--- src/rtl/mips_mc_controller_ws.sv ---
// Multi-cycle MIPS control FSM with memory wait-state handling, timeout fault detection
// and a retired-instruction counter.
module mips_mc_controller_ws #(
    parameter int unsigned TIMEOUT = 15,
    parameter int unsigned CNT_W   = 16
) (
    input  logic             clk,
    input  logic             rst,
    input  logic [5:0]       opcode,
    input  logic [5:0]       funct,
    input  logic             zero,
    input  logic             mem_ready,
    output logic             IorD,
    output logic             ir_write,
    output logic             reg_dst,
    output logic             mem_to_reg,
    output logic             reg_write,
    output logic             alu_srcA,
    output logic             pc_load,
    output logic             mem_read,
    output logic             mem_write,
    output logic [1:0]       alu_srcB,
    output logic [1:0]       pc_src,
    output logic [2:0]       alu_ctrl,
    output logic [3:0]       state,
    output logic             err,
    output logic [CNT_W-1:0] retired
);

    typedef enum logic [3:0] {
        StFetch   = 4'd0,
        StDecode  = 4'd1,
        StMemAddr = 4'd2,
        StMemRd   = 4'd3,
        StMemWb   = 4'd4,
        StMemWr   = 4'd5,
        StRExec   = 4'd6,
        StRWb     = 4'd7,
        StBeq     = 4'd8,
        StJump    = 4'd9,
        StIExec   = 4'd10,
        StIWb     = 4'd11,
        StError   = 4'd12
    } state_e;

    localparam int unsigned WaitW = (TIMEOUT < 2) ? 1 : $clog2(TIMEOUT + 1);

    localparam logic [5:0] OpRType = 6'b000000;
    localparam logic [5:0] OpLw    = 6'b100011;
    localparam logic [5:0] OpSw    = 6'b101011;
    localparam logic [5:0] OpBeq   = 6'b000100;
    localparam logic [5:0] OpJump  = 6'b000010;
    localparam logic [5:0] OpAddi  = 6'b001000;

    state_e           state_q, state_d;
    logic [WaitW-1:0] wait_q, wait_d;
    logic [CNT_W-1:0] retired_q, retired_d;

    logic       fn_ok;
    logic [2:0] fn_ctrl;
    logic       timeout;
    logic       retire;

    always_comb begin
        fn_ok   = 1'b1;
        fn_ctrl = 3'b010;
        unique case (funct)
            6'b100000: fn_ctrl = 3'b010;
            6'b100010: fn_ctrl = 3'b110;
            6'b100100: fn_ctrl = 3'b000;
            6'b100101: fn_ctrl = 3'b001;
            6'b101010: fn_ctrl = 3'b111;
            default:   fn_ok   = 1'b0;
        endcase
    end

    // wait_q holds the not-ready cycles already seen, so this cycle is the (wait_q+1)-th
    assign timeout = (TIMEOUT != 0) && !mem_ready && ((32'(wait_q) + 32'd1) == TIMEOUT);

    always_comb begin
        state_d    = state_q;
        wait_d     = '0;
        IorD       = 1'b0;
        ir_write   = 1'b0;
        reg_dst    = 1'b0;
        mem_to_reg = 1'b0;
        reg_write  = 1'b0;
        alu_srcA   = 1'b0;
        pc_load    = 1'b0;
        mem_read   = 1'b0;
        mem_write  = 1'b0;
        alu_srcB   = 2'b00;
        pc_src     = 2'b00;
        alu_ctrl   = 3'b010;
        unique case (state_q)
            StFetch: begin
                mem_read = 1'b1;
                alu_srcB = 2'b01;
                ir_write = mem_ready;
                pc_load  = mem_ready;
                if (mem_ready)    state_d = StDecode;
                else if (timeout) state_d = StError;
                else              wait_d  = wait_q + WaitW'(1);
            end
            StDecode: begin
                alu_srcB = 2'b11;
                unique case (opcode)
                    OpRType:    state_d = StRExec;
                    OpLw, OpSw: state_d = StMemAddr;
                    OpBeq:      state_d = StBeq;
                    OpJump:     state_d = StJump;
                    OpAddi:     state_d = StIExec;
                    default:    state_d = StError;
                endcase
            end
            StMemAddr: begin
                alu_srcA = 1'b1;
                alu_srcB = 2'b10;
                if (opcode == OpLw)      state_d = StMemRd;
                else if (opcode == OpSw) state_d = StMemWr;
                else                     state_d = StError;
            end
            StMemRd: begin
                IorD     = 1'b1;
                mem_read = 1'b1;
                if (mem_ready)    state_d = StMemWb;
                else if (timeout) state_d = StError;
                else              wait_d  = wait_q + WaitW'(1);
            end
            StMemWb: begin
                mem_to_reg = 1'b1;
                reg_write  = 1'b1;
                state_d    = StFetch;
            end
            StMemWr: begin
                IorD      = 1'b1;
                mem_write = 1'b1;
                if (mem_ready)    state_d = StFetch;
                else if (timeout) state_d = StError;
                else              wait_d  = wait_q + WaitW'(1);
            end
            StRExec: begin
                alu_srcA = 1'b1;
                alu_ctrl = fn_ctrl;
                state_d  = fn_ok ? StRWb : StError;
            end
            StRWb: begin
                reg_dst   = 1'b1;
                reg_write = 1'b1;
                alu_ctrl  = fn_ctrl;
                state_d   = StFetch;
            end
            StBeq: begin
                alu_srcA = 1'b1;
                alu_ctrl = 3'b110;
                pc_src   = 2'b01;
                pc_load  = zero;
                state_d  = StFetch;
            end
            StJump: begin
                pc_src  = 2'b10;
                pc_load = 1'b1;
                state_d = StFetch;
            end
            StIExec: begin
                alu_srcA = 1'b1;
                alu_srcB = 2'b10;
                state_d  = StIWb;
            end
            StIWb: begin
                reg_write = 1'b1;
                state_d   = StFetch;
            end
            StError: state_d = StError;
            default: state_d = StError;
        endcase
        // Side-effecting strobes stay quiet for the whole reset cycle
        if (!rst) begin
            mem_read  = 1'b0;
            mem_write = 1'b0;
            ir_write  = 1'b0;
            pc_load   = 1'b0;
            reg_write = 1'b0;
        end
    end

    assign retire    = (state_d == StFetch) && (state_q != StFetch) && (state_q != StError);
    assign retired_d = retire ? retired_q + CNT_W'(1) : retired_q;

    always_ff @(posedge clk) begin
        if (!rst) begin
            state_q   <= StFetch;
            wait_q    <= '0;
            retired_q <= '0;
        end else begin
            state_q   <= state_d;
            wait_q    <= wait_d;
            retired_q <= retired_d;
        end
    end

    assign state   = state_q;
    assign err     = (state_q == StError);
    assign retired = retired_q;

endmodule

--- config.mk ---
export PLATFORM = sky130hd
export DESIGN_NAME = mips_mc_controller_ws
export DESIGN_NICKNAME = d
export VERILOG_FILES = /design/src/rtl/mips_mc_controller_ws.sv
export SDC_FILE = /design/constraint.sdc
export NUM_CORES = 1
export LEC_CHECK = 0
export CORE_ASPECT_RATIO = 0.5
export CORE_MARGIN = 5
export CORE_UTILIZATION = 50
export DETAILED_ROUTE_END_ITERATION = 12
export PLACE_DENSITY = 0.91
export SYNTH_ARGS = -nofsm -noshare
export SYNTH_HDL_FRONTEND = slang
export SYNTH_SLANG_ARGS = --single-unit
--- constraint.sdc ---
create_clock -name clk -period 5.5 [get_ports clk]
set_clock_uncertainty 0.1 [all_clocks]
set_input_delay 1.1 -clock clk [delete_from_list [all_inputs] [get_ports clk]]
set_output_delay 1.1 -clock clk [all_outputs]
set_load 0.05 [all_outputs]
### Word-level counts from Yosys, hierarchy flattened

Index checks and enable logic that the tools add are counted.

* reduce and logical (&&, ||, !) cells: 19
* muxes and demuxes: 28
* bitwise gates (word level): 2
* eq/ne operators: 24
* $add $sub $neg: 3

Operators by type and width (number)
* 6-bit == test, second input constant: 7
* 4-bit one-hot mux with 8 select lines: 1
* 4-bit two-way mux: 7
* 4-bit == test, second input constant: 5
* 4-bit one-hot mux with 5 select lines: 1
* 16-bit by 1-bit adder with 16-bit output, second input constant: 1
* 4-bit by 3-bit == test with 1-bit output, second input constant: 4
* 1-bit two-way mux: 14
* 3-bit one-hot mux with 4 select lines: 1
* 2-bit OR reduction: 5
* 5-bit OR reduction: 2
* 4-bit by 2-bit == test with 1-bit output, second input constant: 2
* 4-bit zero test: 2
* 4-bit OR reduction: 2
* 6-bit by 2-bit == test with 1-bit output, second input constant: 1
* 6-bit by 3-bit == test with 1-bit output, second input constant: 1
* 6-bit by 4-bit == test with 1-bit output, second input constant: 1
* 6-bit zero test: 1
* 2-bit one-hot mux with 3 select lines: 1
* 3-bit one-hot mux with 2 select lines: 1
* 3-bit OR reduction: 2
* 4-bit by 1-bit adder with 5-bit output, second input constant: 1
* 5-bit by 4-bit == test with 1-bit output, second input constant: 1
* 4-bit by 1-bit adder with 4-bit output, second input constant: 1
* other kinds (8): 11

* logic and storage cells: 79
* output and inout bits: 37
* input port bits: 16
* flip-flop bits (word level): 24

### Depth between registers and ports, before layout

Gate-level depths: netlist of run 1.

* word-level depth: 9
* gate-level depth with buffers: 10

### Worst setup path before layout of run 1

OpenSTA, ideal clock, no wires.

* path kind: input to output
* from: input mem_ready
* to: output pc_load
* slack: 1.468 ns
* required time: 4.300 ns
* stages: 3
* arrival time: 2.832 ns
* cells stage by stage: inv_1 o31a_1 nor4_1

* cells in the longest elaborated chain, start to end: 2

RTL lines
* start: declaration: RTL line 12 `input logic mem_ready,`
* 1-bit one-hot mux with 3 select lines: RTL line 95 `unique case (state_q)`
* 1-bit two-way mux: RTL line 178 `if (!rst) begin`
* end: declaration: RTL line 19 `output logic pc_load,`

Every way passes these cells.

### Worst setup path in the final report of run 1

* from: input rst
* to: output pc_load

* cells in the longest elaborated chain, start to end: 1

RTL lines
* start: declaration: RTL line 8 `input logic rst,`
* 1-bit two-way mux: RTL line 178

Every way passes these cells.

==> impl_metrics.ini, run 1 <==
[run_status]
status = complete, no violations

[sta]
fin_crit_sh = 0.810
tightestPinTransition_ns = 0.638
max_freq_mhz = 225
hold_viol_final = 0
final-setup-viol-count = 0
setup_tns_ns = 0
slew_violations = 0
maxSlewHeadroom = 0.574
min_period_ns = 4.45
rsz0062_at_grt = false

[global_route]
grt_use_total = 0.187
antenna_found_initial = 0
overflow = 0
grt_pass1_wl_um = 7290
grt_start_max_net_pins = 26
grt_pass1_vias = 1642

[drt]
ant_nets = 0
drt-pass1-iter-count = 5
via_per_inst = 5.87
vias = 1774
drc = 0
drt_iter0_markers = 57
routed_wl_um = 4400
post_drt_wl_per_cell_um = 14.6

[finish]
layout-drive-gt1-share = 0.0496
antenna_cells = 0
area_growth_pct = 34.7
design_area_um2 = 2240
fill_cells = 240
nets = 282

[placement]
place_area_um2 = 2170
place_congestion = 0.916
dp_hpwl_um = 3260
numPortBuffers = 52

[power_and_ir_drop]
seqPwrFrac = 0.389
p_switching_uw = 162
power_density_nw_per_um2 = 219
ir_worst_vdd_mv = 0.103
power_frac_comb = 0.291
total_leakage_power_uw = 0.000782
intPower_uw = 329
p_clk_frac = 0.320
sw_frac_of_total = 0.330

[synthesis]
synthCells = 218
synth_edf_count = 0
ys.flop_type = dfxtp_1
yosysWarnings = 0
synth_top_area_cell = dfxtp_1
synth_area_leaders = dfxtp_1 29%, a21oi_1 6.9%, or3_1 4.5%
synth-seq-cells = 24
synth_commonest_cells = 24 x dfxtp_1, 23 x a21oi_1, 19 x nor2_1
synth_cell_types = 52
yosysMostFrequentCell = dfxtp_1
netlist.area_leader.share = 0.288
syn_area_um2 = 1670
synth.yosys.seq_area_share = 0.288
syn_area_per_cell_um2 = 7.64
syn-num-nets = 237
async_flop_share = 0

[clock_tree]
path_clk_slew_ns = 0.08
cts_root_buf = clkbuf_8
cts_setup_buffers = 0
ctsHoldBuffers = 0
clock_latency_ns = 0.28
cts_tree = done
h-tree-depth = 1
clockBufferDepth = 2
cts_sinks = 24
ctsResizeCount = 0
cts_buffers = 3

[critical_path]
reg2reg_to = retired[14]
crit_required_ns = 4.30
path_class = input pin to primary output
critical_path_peak_fanout = 20
r2r-start = state[2]
startpoint_type = input pin
r2r_slack_ns = 2.52
end_kind = primary output
crit_arrival_ns = 3.25
reg2reg_depth = 7

[floorplanning]
dieArea_um2 = 4660
io_pins = 53
die_y_um = 50.8
fp-row-count = 14
die_w_um = 91.6
coreArea_um2 = 3100
initial_core_util = 0.538

[min_path]
min_from = wait_q[0]
hold-path-endpoint = wait_q[0]
min_path_cells = 1
hold_path_class = register to register

[flow_run]
cap_violations = 0
-- metrics by stage --
step           utilization  hold slack [ns]  instances  total power (uW)  worst slack, ns
3_3_place_gp         0.701            0.353        298               334             1.09
4_1_cts              0.724            0.394        302               488             1.05
3_5_place_dp         0.701            0.374        298               336             1.06
5_1_grt              0.724            0.421        302               510            0.907
6_report             0.724            0.394        302               491             1.05
2_1_floorplan            -            0.337        218               294             1.47
-- area by class of cell --
cell class              instances  area [um2]  share of cell area
clock buffers                   3        41.3              0.0184
clock inverters                 1        30.0              0.0134
inverters                       5        18.8             0.00836
multi-input cells             177        1100               0.492
flip-flops and latches         24         480               0.214
well taps                      40        50.0              0.0223
repair buffers                 52         520               0.232
-- layout by cell type, fill, tap and decap left out, types with 4 or more instances in the layout --
| cell type | count |
|---|---|
| o21ai_0 | 5 |
| and3_1 | 4 |
| a21oi_1 | 23 |
| nor3_1 | 9 |
| or3_1 | 12 |
| nand2_1 | 18 |
| nand2b_1 | 6 |
| nand3_1 | 12 |
| dfxtp_1 | 24 |
| clkdlybuf4s50_1 | 52 |
| o21ai_1 | 9 |
| nor2_1 | 19 |
| inv_1 | 5 |
| and2_1 | 5 |
-- sequential cells by signal, indices dropped and copies added (netlist names) --
register	cells
retired	16
state	4
wait_q	4
-- layer usage --
metal | global-route usage | vias to the layer above | part of all wire
met5 | 0 | - | 0
met2 | 0.346 | 53 | 0.48
met1 | 0.218 | 826 | 0.47
met3 | 0.0440 | 4 | 0.050
met4 | 0.0625 | 0 | 0.0070
li1 | - | 891 | -
-- worst max-delay path: stages --
cell and delay [ns]:
clkdlybuf4s50_1 0.60, inv_1 0.34, nor4_1 0.34, clkdlybuf4s50_1 0.86
-- power by group through the flow --
stage | sequential [uW] | clock (uW) | combinational, uW
floorplan | 203 | 0 | 90.7
global placement | 195 | 0 | 139
detailed placement | 195 | 0 | 141
CTS | 191 | 155 | 142
global route | 193 | 165 | 152
finish | 191 | 157 | 143
-- cell families after synthesis --
logic type | Yosys count | share of synthesized area
muxes | 3 | 0.0180
adders and majority gates | 3 | 0.0225
DFF | 24 | 0.288
xor gates and xnor gates | 5 | 0.0263
buffers and inverters | 17 | 0.0495
AOI/OAI and AO/OA | 56 | 0.215
and+or+nand+nor | 110 | 0.381
-- worst max-delay path by stage --
stage	from	to	slack [ns]	depth (start not counted)
2_1_floorplan	mem_ready	pc_load	1.47	3
3_3_place_gp	funct[1]	alu_ctrl[0]	1.09	5
3_5_place_dp	funct[1]	alu_ctrl[0]	1.06	5
4_1_cts	funct[1]	alu_ctrl[0]	1.05	5
5_1_grt	rst	pc_load	0.91	4
6_report	rst	pc_load	1.05	4
Note: power is estimated with default switching activity, not from simulation.
==> run 2: changes to the inputs <==
CORE_UTILIZATION = 46   (was 50)
PLACE_DENSITY = 0.86   (was 0.91)
clock period = 4.38 ns   (was 5.5 ns; I/O delays follow)
==> impl_metrics.ini, run 2 (same netlist as run 1, synthesis figures left out) <==
[clock_tree]
clockBufferDepth = 2
cts_root_buf = clkbuf_8
clock_latency_ns = 0.27
ctsHoldBuffers = 0
cts_setup_buffers = 0
cts_buffers = 3
path_clk_slew_ns = 0.08
h-tree-depth = 1
cts_tree = done
ctsResizeCount = 0
cts_sinks = 24

[global_route]
antenna_found_initial = 0
grt_util_met1 = 0.235
grt_pass1_wl_um = 7410
grt_start_max_net_pins = 26
grt_use_total = 0.184
overflow = 0
grt_pass1_vias = 1591
grt_use_met3 = 0.0273
busiest_layer = met2
grtUsageMet2 = 0.324

[floorplanning]
coreArea_um2 = 3450
initial_core_util = 0.483
fp-row-count = 15
die_w_um = 95.1
io_pins = 53
dieArea_um2 = 5000
die_y_um = 52.6

[placement]
placedCellCount = 310
numPortBuffers = 52
dp_hpwl_um = 3320
place_area_um2 = 2190
place_congestion = 0.859
place_ws_ns = 0.341

[drt]
post_drt_wl_per_cell_um = 13.9
drt-pass1-iter-count = 4
vias = 1781
drc = 0
drt_iter0_markers = 82
ant_nets = 0
via_per_inst = 5.67
routed_wl_um = 4360

[sta]
min_period_ns = 4.04
rsz0062_at_grt = false
holdWs_ns = 0.376
final-setup-viol-count = 0
maxSlewHeadroom = 0.580
timing.final.ws_setup_ns = 0.342
slew_violations = 0
fin_crit_sh = 0.922
tightestPinTransition_ns = 0.629
max_freq_mhz = 248
hold_viol_final = 0
setup_tns_ns = 0

[finish]
nets = 283
final_common_cell = clkdlybuf4s50_1
final_cell_mix = 52 x clkdlybuf4s50_1, 24 x dfxtp_1, 23 x a21oi_1
final_cells = 314
fill_cells = 318
area_growth_pct = 36.0
antenna_cells = 0
design_area_um2 = 2270
largest_reg_flops = 16
layout-drive-gt1-share = 0.0532

[critical_path]
end_kind = primary output
crit_required_ns = 3.40
crit_arrival_ns = 3.06
path_class = input pin to primary output
critical_path_peak_fanout = 4
startpoint_type = input pin

[power_and_ir_drop]
sw_frac_of_total = 0.330
seqPwrFrac = 0.389
total_leakage_power_uw = 0.000787
ir_worst_vdd_mv = 0.170
p_switching_uw = 204
power_density_nw_per_um2 = 272
p_clk_frac = 0.319
intPower_uw = 413
power_frac_comb = 0.292

[min_path]
hold_path_class = register to register

[flow_run]
cap_violations = 0

[run_status]
status = complete, no violations
## run 2: power groups by stage
stage | combinational, uW | clock [uW] | sequential [uW]
2_1_floorplan | 114 | 0 | 255
3_3_place_gp | 177 | 0 | 244
3_5_place_dp | 179 | 0 | 245
4_1_cts | 180 | 200 | 240
5_1_grt | 192 | 209 | 242
6_report | 180 | 197 | 240
## run 2: path summary, 6_finish.rpt
path / startpoint / to / slack (ns) / cells past startpoint
worst max-delay path: funct[1] / alu_ctrl[0] / 0.34 / 5
worst min-delay path: wait_q[0] / wait_q[0] / 0.38 / 1
worst max register to register: state[2] / retired[15] / 1.41 / 7
worst min register to register: wait_q[0] / wait_q[0] / 0.38 / 1
## run 2: layer usage
metal	wire, um	vias to the layer above	share of wire
met2	2080	49	0.48
li1	-	888	-
met4	43	0	0.0099
met5	0	-	0
met3	256	5	0.059
met1	1980	839	0.45
## run 2: metrics by stage
stage | total power, uW | utilization
floorplan | 369 | -
global placement | 421 | 0.636
detailed placement | 424 | 0.636
CTS | 619 | 0.656
global route | 643 | 0.656
finish | 617 | 0.656
## run 2: final cells by class
class                           instances  area, um2  area share
Sequential cell                        24        480       0.212
Clock inverter                          1       30.0      0.0133
Clock buffer                            3       41.3      0.0182
Tap cell                               51       63.8      0.0282
Multi-Input combinational cell        177       1100       0.487
Inverter                                5       18.8     0.00828
Timing Repair Buffer                   53        528       0.233
## run 2: worst max-delay path, cell delays in order
cell and delay [ns]:
clkdlybuf4s50_1 0.52, or3b_2 0.48, nand4bb_1 0.21, a21oi_1 0.16, clkdlybuf4s50_1 0.82
==> run 3: changes to the inputs <==
CTS_BUF_LIST = sky130_fd_sc_hd__clkbuf_4 sky130_fd_sc_hd__clkbuf_8 sky130_fd_sc_hd__clkbuf_16   (was not set)
==> results of run 3 <==
Final layout, timing and power as in run 2 (identical DEF).
